File: config.mk
export PLATFORM = sky130hd
export DESIGN_NAME = if_fetch_stage
export DESIGN_NICKNAME = d
export VERILOG_FILES = /design/src/rtl/riscv_pkg.sv /design/src/rtl/if_hold_buf.sv /design/src/rtl/if_fetch_stage.sv
export SDC_FILE = /design/constraint.sdc
export NUM_CORES = 1
export LEC_CHECK = 0
export BUFFER_PORTS_ARGS = -buffer_cell sky130_fd_sc_hd__buf_2
export CAP_MARGIN = 20
export CORE_ASPECT_RATIO = 0.7
export CORE_MARGIN = 3
export CORE_UTILIZATION = 55
export DETAILED_ROUTE_END_ITERATION = 6
export PLACE_DENSITY = 0.9
export SLEW_MARGIN = 10
export SYNTH_ARGS = -nofsm -noshare
export SYNTH_HDL_FRONTEND = slang
export SYNTH_SLANG_ARGS = --single-unit
File: constraint.sdc
create_clock -name clk -period 4.4 [get_ports clk]
set_input_delay 0.44 -clock clk [delete_from_list [all_inputs] [get_ports clk]]
set_output_delay 0.44 -clock clk [all_outputs]
set_load 0.01 [all_outputs]
File: src/rtl/riscv_pkg.sv
// Shared RV32 definitions for the fetch stage and the control unit:
// reset/NOP defaults, fetch FSM encoding and base opcodes.
package riscv_pkg;

  localparam int XLEN = 32;

  localparam logic [XLEN-1:0] RESET_PC_DEFAULT = 32'h0000_0000;
  localparam logic [XLEN-1:0] NOP_INST_DEFAULT = 32'h0000_0013;

  localparam logic [6:0] OPC_LOAD   = 7'b0000011;
  localparam logic [6:0] OPC_OP_IMM = 7'b0010011;
  localparam logic [6:0] OPC_AUIPC  = 7'b0010111;
  localparam logic [6:0] OPC_STORE  = 7'b0100011;
  localparam logic [6:0] OPC_OP     = 7'b0110011;
  localparam logic [6:0] OPC_LUI    = 7'b0110111;
  localparam logic [6:0] OPC_BRANCH = 7'b1100011;
  localparam logic [6:0] OPC_JALR   = 7'b1100111;
  localparam logic [6:0] OPC_JAL    = 7'b1101111;

  typedef enum logic [1:0] {
    FETCH_IDLE,
    FETCH_REQ,
    FETCH_WAIT,
    FETCH_HOLD
  } fetch_state_e;

  function automatic logic [XLEN-1:0] word_align(input logic [XLEN-1:0] addr);
    return {addr[XLEN-1:2], 2'b00};
  endfunction

endpackage

File: src/rtl/if_hold_buf.sv
// One-entry instruction/PC buffer used when a response arrives while the
// output slot is still occupied by a stalled instruction.
module if_hold_buf
  import riscv_pkg::*;
(
  input  logic            clk,
  input  logic            rst,
  input  logic            load_i,
  input  logic            drain_i,
  input  logic            flush_i,
  input  logic [XLEN-1:0] data_i,
  input  logic [XLEN-1:0] pc_i,
  output logic            valid_o,
  output logic [XLEN-1:0] data_o,
  output logic [XLEN-1:0] pc_o
);

  logic            valid_q, valid_d;
  logic [XLEN-1:0] data_q, data_d;
  logic [XLEN-1:0] pc_q, pc_d;

  // Flush wins over load so a redirect never leaves a wrong-path entry behind.
  always_comb begin
    valid_d = valid_q;
    data_d  = data_q;
    pc_d    = pc_q;
    if (flush_i) begin
      valid_d = 1'b0;
    end else if (load_i) begin
      valid_d = 1'b1;
      data_d  = data_i;
      pc_d    = pc_i;
    end else if (drain_i) begin
      valid_d = 1'b0;
    end
  end

  always_ff @(posedge clk) begin
    if (!rst) begin
      valid_q <= 1'b0;
      data_q  <= '0;
      pc_q    <= '0;
    end else begin
      valid_q <= valid_d;
      data_q  <= data_d;
      pc_q    <= pc_d;
    end
  end

  assign valid_o = valid_q;
  assign data_o  = data_q;
  assign pc_o    = pc_q;

endmodule

File: src/rtl/if_fetch_stage.sv
// Instruction fetch stage: owns the PC, issues one word fetch at a time and
// presents instructions (or NOP bubbles) to decode, honouring stall and redirect.
module if_fetch_stage
  import riscv_pkg::*;
#(
  parameter logic [XLEN-1:0] RESET_PC = RESET_PC_DEFAULT,
  parameter logic [XLEN-1:0] NOP_INST = NOP_INST_DEFAULT
) (
  input  logic            clk,
  input  logic            rst,
  input  logic            stall,
  input  logic            pc_src,
  input  logic [XLEN-1:0] branch_target,
  output logic            imem_req,
  output logic [XLEN-1:0] imem_addr,
  input  logic            imem_ready,
  input  logic            imem_rvalid,
  input  logic [XLEN-1:0] imem_rdata,
  output logic [XLEN-1:0] inst,
  output logic [XLEN-1:0] inst_pc,
  output logic            inst_valid,
  output logic            misaligned
);

  fetch_state_e    state_q, state_d;
  logic [XLEN-1:0] pc_q, pc_d;
  logic            kill_q, kill_d;
  logic            started_q, started_d;
  logic [XLEN-1:0] inst_q, inst_d;
  logic [XLEN-1:0] inst_pc_q, inst_pc_d;
  logic            inst_valid_q, inst_valid_d;
  logic            misaligned_q, misaligned_d;

  logic            buf_load, buf_drain, buf_flush, buf_valid;
  logic [XLEN-1:0] buf_data, buf_pc;

  if_hold_buf u_hold_buf (
    .clk     (clk),
    .rst     (rst),
    .load_i  (buf_load),
    .drain_i (buf_drain),
    .flush_i (buf_flush),
    .data_i  (imem_rdata),
    .pc_i    (pc_q),
    .valid_o (buf_valid),
    .data_o  (buf_data),
    .pc_o    (buf_pc)
  );

  always_comb begin
    state_d      = state_q;
    pc_d         = pc_q;
    kill_d       = kill_q;
    started_d    = 1'b1;
    inst_d       = inst_q;
    inst_pc_d    = inst_pc_q;
    inst_valid_d = inst_valid_q;
    misaligned_d = misaligned_q;
    buf_load     = 1'b0;
    buf_drain    = 1'b0;
    buf_flush    = 1'b0;

    // Consumption; a load below in the same cycle overrides it.
    if (inst_valid_q && !stall) begin
      inst_valid_d = 1'b0;
      inst_d       = NOP_INST;
    end

    unique case (state_q)
      FETCH_IDLE: begin
        if (started_q) state_d = FETCH_REQ;
      end
      FETCH_REQ: begin
        if (imem_ready) state_d = FETCH_WAIT;
      end
      FETCH_WAIT: begin
        if (imem_rvalid) begin
          if (kill_q) begin
            kill_d  = 1'b0;
            state_d = FETCH_REQ;
          end else if (!inst_valid_q || !stall) begin
            inst_d       = imem_rdata;
            inst_pc_d    = pc_q;
            inst_valid_d = 1'b1;
            pc_d         = pc_q + 32'd4;
            state_d      = FETCH_REQ;
          end else begin
            buf_load = 1'b1;
            state_d  = FETCH_HOLD;
          end
        end
      end
      FETCH_HOLD: begin
        if (!stall && buf_valid) begin
          inst_d       = buf_data;
          inst_pc_d    = buf_pc;
          inst_valid_d = 1'b1;
          pc_d         = pc_q + 32'd4;
          buf_drain    = 1'b1;
          state_d      = FETCH_REQ;
        end
      end
      default: state_d = FETCH_IDLE;
    endcase

    // Redirect overrides stall and any load decided above.
    if (pc_src) begin
      pc_d         = word_align(branch_target);
      inst_valid_d = 1'b0;
      inst_d       = NOP_INST;
      buf_flush    = 1'b1;
      if (branch_target[1:0] != 2'b00) misaligned_d = 1'b1;
      unique case (state_q)
        FETCH_REQ: begin
          kill_d  = imem_ready;
          state_d = imem_ready ? FETCH_WAIT : FETCH_REQ;
        end
        FETCH_WAIT: begin
          kill_d  = !imem_rvalid;
          state_d = imem_rvalid ? FETCH_REQ : FETCH_WAIT;
        end
        FETCH_HOLD: state_d = FETCH_REQ;
        default:    state_d = state_d;
      endcase
    end
  end

  always_ff @(posedge clk) begin
    if (!rst) begin
      state_q      <= FETCH_IDLE;
      pc_q         <= RESET_PC;
      kill_q       <= 1'b0;
      started_q    <= 1'b0;
      inst_q       <= NOP_INST;
      inst_pc_q    <= '0;
      inst_valid_q <= 1'b0;
      misaligned_q <= 1'b0;
    end else begin
      state_q      <= state_d;
      pc_q         <= pc_d;
      kill_q       <= kill_d;
      started_q    <= started_d;
      inst_q       <= inst_d;
      inst_pc_q    <= inst_pc_d;
      inst_valid_q <= inst_valid_d;
      misaligned_q <= misaligned_d;
    end
  end

  assign imem_req   = (state_q == FETCH_REQ);
  assign imem_addr  = pc_q;
  assign inst       = inst_q;
  assign inst_pc    = inst_pc_q;
  assign inst_valid = inst_valid_q;
  assign misaligned = misaligned_q;

endmodule

== After elaboration in Yosys (flattened, before gate mapping) ==
Cells that the tools add are included.
Word-level totals
  flip-flop bits (word level): 167
  output and inout port bits: 99
Cells by class
  $add $sub $neg: 1
  equal/unequal tests: 11
  muxes and demuxes: 48
  bitwise logic cells: 2
  reductions and logical operators: 17
Operators with widths (count)
  two-way mux 32 bit: 14
  one-hot mux 32 bit (2 select lines): 3
  adder 32 x 3 -> 32 bit, second input constant: 1
  two-way mux 1 bit: 18
  two-way mux 2 bit: 9
  inequality test 3 bit, second input constant: 4
  AND reduction 5 bit: 2
  inequality test 2 bit, second input constant: 4
  one-hot mux 2 bit (4 select lines): 1
  one-hot mux 2 bit (3 select lines): 1
  nonzero test 2 bit: 3
  == test 2 bit, second input constant: 2
  one-hot mux 1 bit (2 select lines): 2
  AND reduction 2 bit: 2
  OR reduction 2 bit: 2
  zero test 1 bit: 3
  nonzero test 3 bit: 1
  == test 2 x 1 -> 1 bit, second input constant: 1
  logical AND 1 bit: 2
  zero test 2 bit: 1
  inverter 1 bit: 2
  logical OR 1 bit: 1

== Longest topological paths before layout ==
  word-level depth: 8
  gate-level depth with buffers: 9
  depth with buffers taken out: 7

== By module ==
From an unflattened synthesis, not the netlist that was laid out.
Second synthesis, totals
  cell total of the unflattened synthesis: 827
  area, all modules: 7542.2 µm²
Modules (own cells, without submodules)
  if_fetch_stage: times used 1, cells each 545, area an instance 4872.2 µm²
  if_hold_buf: times used 1, cells each 282, area an instance 2670.1 µm²

== Least setup slack after synthesis ==
OpenSTA, ideal clock, no wires.
  path type: register to register
  start point: reg state_q[0]
  end point: reg pc_q[21], in the netlist imem_addr[21]
  library setup time: 0.074 ns
  data arrival time: 1.834 ns
  data required time: 4.326 ns
  path slack: 2.492 ns
  stages on the path, launching flop included: 9
  buffers on the path: 1
  period minus slack after synthesis: 1.908 ns
  path through: dfxtp_1 > inv_1 > ha_1 > inv_2 > o21ai_4 > nand3_2 > buf_6 > or4_1 > a31oi_1
Between the ends
  word-level cells in the longest chain between the ends: 3
  elaborated cells between the ends (all ways): 10
  those cells by class: eq/ne (6); mux (2); reduce/logical (2)
Ends and longest elaborated chain
  from (decl): line if_fetch_stage.sv:25  | fetch_state_e state_q, state_d;
  from (signal assigned): line if_fetch_stage.sv:139  | state_q <= state_d;
  == test 2 bit: line if_fetch_stage.sv:69  | unique case (state_q)
  inequality test 3 bit (no source line) (tied with other cells)
  AND reduction 5 bit (no source line) / two-way mux 32 bit (equally long branches)
  to (signal assigned): line if_fetch_stage.sv:140  | pc_q <= pc_d;
  to (decl): line if_fetch_stage.sv:26  | logic [XLEN-1:0] pc_q, pc_d;
Several ways; a longest one is shown, not always the timed one.
A chain may end at the register's enable or synchronous reset.

== Final worst setup path ==
  start point: reg state_q[0]
  end point: reg pc_q[3], in the netlist imem_addr[3]
Same word-level chain as after synthesis.

==> results.ini <==
[outcome]
status=complete, but fails checks
violations=DRC

[routing]
antenna_left=0
routed-via-count=6547
drt_iter0_markers=699
wl_mm=18.6
first_pass_iters=7
routedWlPerCell_um=17.1
drc=8
via_per_inst=5.99

[timing]
rsz0062_at_grt=false
hold_viol_final=0
setup_viol=0
max_freq_mhz=390
worst-slew-pin-transition_ns=1.08
fin_crit_ns=2.56
skew_ns=0.00820
drv_slew=0
whs_ns=0.270
setup_ws_ns=1.84
fin_crit_sh_pct=58.3
setup-tns-final_ns=0
slew_headroom_pct=27.6

[yosys]
synth_cell_types=58
ys_seq_area_share_pct=47.1
yosys.area.top_type=dfxtp_1
synth_area_um2=6840
postSynthCellCount=790
avgSynthCellArea_um2=8.66
synth.top_cell.area_share_pct=47.1
async_reset_ff_share_pct=0
synthFlopType=dfxtp_1
synth_edf_count=0
ys_warn_count=0
synth-seq-cells=161
yosys-top-cells-area=dfxtp_1 47%, nand2_1 7.8%, a21oi_1 5.3%, a222oi_1 4.1%, mux2i_1 4.0%

[power]
p_seq_share_pct=41.9
vdd_drop_max_uv=383
pwr-share-comb_pct=22.9
swShare_pct=31.3
leakagePower_nw=3.17
p_sw_mw=1.30
power.density_nw_per_um2=504
p_int_mw=2.85
power_frac_clock_pct=35.2

[final_layout]
diodes=0
final_cells=1093
area_growth_pct=20.6
nets=998
seq_area_um2=3220
fillers=974
drive_gt1_share_pct=24.3
final_util_pct=69.1
multiInputGateArea_um2=3260

[worst_setup_path]
r2r-end=imem_addr[3]
cp.arrival_ns=2.84
cpPeakStageDelay_ns=0.53
cp_max_fo=43
crit_chain=inv_1, ha_1, inv_2, o21ai_4, and2_2, buf_12, mux2i_1, a211oi_1
path_class=flop to flop
regToRegStartpoint=state_q[0]
path_buf_inv=3
crit_path_end_kind=flop
worstSetupStartpointType=flop
critPathSlowestCell=and2_2
reg2reg_setup_slack_ns=1.84
cpLargestDelayFamily=simple AND/OR/NAND/NOR gates
reg2reg_depth=8
critPathRequiredTime_ns=4.68

[global_routing]
grt_overflow=0
grt_pass1_vias=6118
grt_max_degree=66
antenna_found_initial=1
grt_use_total_pct=26.7
grt_pass1_wl_mm=30.3

[clocking]
path_clk_slew_ns=0.06
htree_levels=4
cts_sinks=161
cts_tree=done
clk-insertion-delay-late_ns=0.42
cts-root-buf=clkbuf_16
ctsResizeCount=0
cts_hold_buf=0
postCtsSetupBuffers=0
numCtsBuffers=17
clk_path_buf_depth=2

[hold_path]
hold_start=imem_rdata[7]
worstHoldEndpoint=u_hold_buf.data_o[7]
hold_depth=3
hp-class=primary input to flop

[placement]
dpl.cell_count=1060
hpwlAfterDp_mm=12.2
gp_congestion=0.848
io_buffers=164
preCtsSetupSlack_ns=1.52

[floorplanning]
die_area_um2=13800
die_x_um=139
start_util_pct=57.3
fp-row-count=33
die_h_um=99.3
io_pins=169
core_area_um2=11900

[flow_run]
maxCapViolations=0

-- synth_stat cells, types with 3 or more instances --
| cell type | instances |
|---|---|
| dfxtp_1 | 161 |
| nand2_1 | 142 |
| a21oi_1 | 73 |
| nor2_1 | 71 |
| clkbuf_1 | 43 |
| o21ai_0 | 43 |
| a211oi_1 | 30 |
| a222oi_1 | 28 |
| mux2i_1 | 27 |
| a31oi_1 | 19 |
| inv_1 | 13 |
| nand3_1 | 9 |
| nand4_1 | 9 |
| o31ai_1 | 9 |
| or3_1 | 9 |
| or4_1 | 9 |
| buf_4 | 6 |
| buf_6 | 6 |
| buf_2 | 5 |
| ha_1 | 5 |
| nand2b_1 | 5 |
| xor2_1 | 5 |
| o211a_1 | 4 |
| o211ai_1 | 4 |
| a221oi_1 | 3 |
| and2_1 | 3 |
| nand3b_1 | 3 |
| nor3_1 | 3 |
| o21a_1 | 3 |
| o311a_1 | 3 |
| xnor2_1 | 3 |
-- cell families (layout without fill, tap and decap cells) --
logic type	Yosys count	after routing	share of synthesized area, %
AOI/OAI and AO/OA	231	231	22.4
buffers and inverters	78	221	5.67
adders and majority gates	5	5	0.915
other	1	4	0.0548
xor gates and xnor gates	8	8	1.02
and+or+nand+nor	278	278	18.7
muxes	28	28	4.12
DFF	161	161	47.1
-- power groups by stage --
stage | logic, mW | registers (mW) | clock network [mW]
floorplan | 0.579 | 1.81 | 0
global placement | 0.889 | 1.77 | 0
detailed placement | 0.922 | 1.77 | 0
CTS | 0.935 | 1.74 | 1.48
global route | 1.04 | 1.76 | 1.53
finish | 0.950 | 1.74 | 1.46
-- final cells by class --
type	instances	area share, %
Tap cell	157	2.38
Multi-Input combinational cell	554	39.5
Inverter	14	0.652
Clock inverter	12	1.59
Sequential cell	161	39.1
Timing Repair Buffer	175	11.3
Clock buffer	20	5.54
-- routing by layer --
layer / vias to the layer above / share of wire, % / global-route usage, %
li1: 3109 / - / -
met1: 3061 / 43 / 37.4
met2: 349 / 45 / 41.1
met3: 26 / 10 / 6.68
met4: 2 / 1.5 / 8.05
met5: - / 0.070 / 0
-- through the flow --
stage / power (mW) / area [µm²]
after global placement: 2.65 / 7640
after CTS: 4.15 / 8230
after floorplan: 2.38 / 6850
after global routing: 4.33 / 8250
after detailed placement: 2.69 / 7640
final: 4.15 / 8250
-- layout by cell type, fill, tap and decap left out, drive strengths merged, types with 10 or more instances in the layout --
cell type and count:
nand3 10, a21oi 74, buf 175, a211oi 30, clkbuf 20, dfxtp 161, nor2 71, mux2i 27
nand4 12, o21ai 45, a222oi 28, a31oi 19, inv 15, nand2 142
-- worst register-to-register path: stages, from the launching register on --
cell and delay, ns:
dfxtp_1 0.33, inv_1 0.11, ha_1 0.33, inv_2 0.12
o21ai_4 0.40, and2_2 0.54, buf_12 0.28, mux2i_1 0.24
a211oi_1 0.08
-- sequential cells by signal (all words and copies together), names as in the netlist --
| name | count |
|---|---|
| u_hold_buf.data_o | 32 |
| misaligned | 1 |
| inst_pc | 30 |
| started_q | 1 |
| state_q | 2 |
| inst_valid | 1 |
| u_hold_buf.valid_o | 1 |
| imem_addr | 30 |
| inst | 32 |
| u_hold_buf.pc_o | 30 |
| kill_q | 1 |
-- worst max path at each step --
stage / end / slack (ns) / depth (start not counted) / start
final: imem_addr[3] / 1.84 / 8 / state_q[0]
after global placement: imem_addr[3] / 1.63 / 6 / stall
after CTS: inst_pc[25] / 1.53 / 7 / state_q[0]
after detailed placement: inst_pc[25] / 1.52 / 6 / stall
after global routing: u_hold_buf.data_o[5] / 1.64 / 8 / state_q[0]
after floorplan: imem_addr[21] / 2.49 / 8 / state_q[0]
Note: power is estimated with default switching activity, not from simulation.
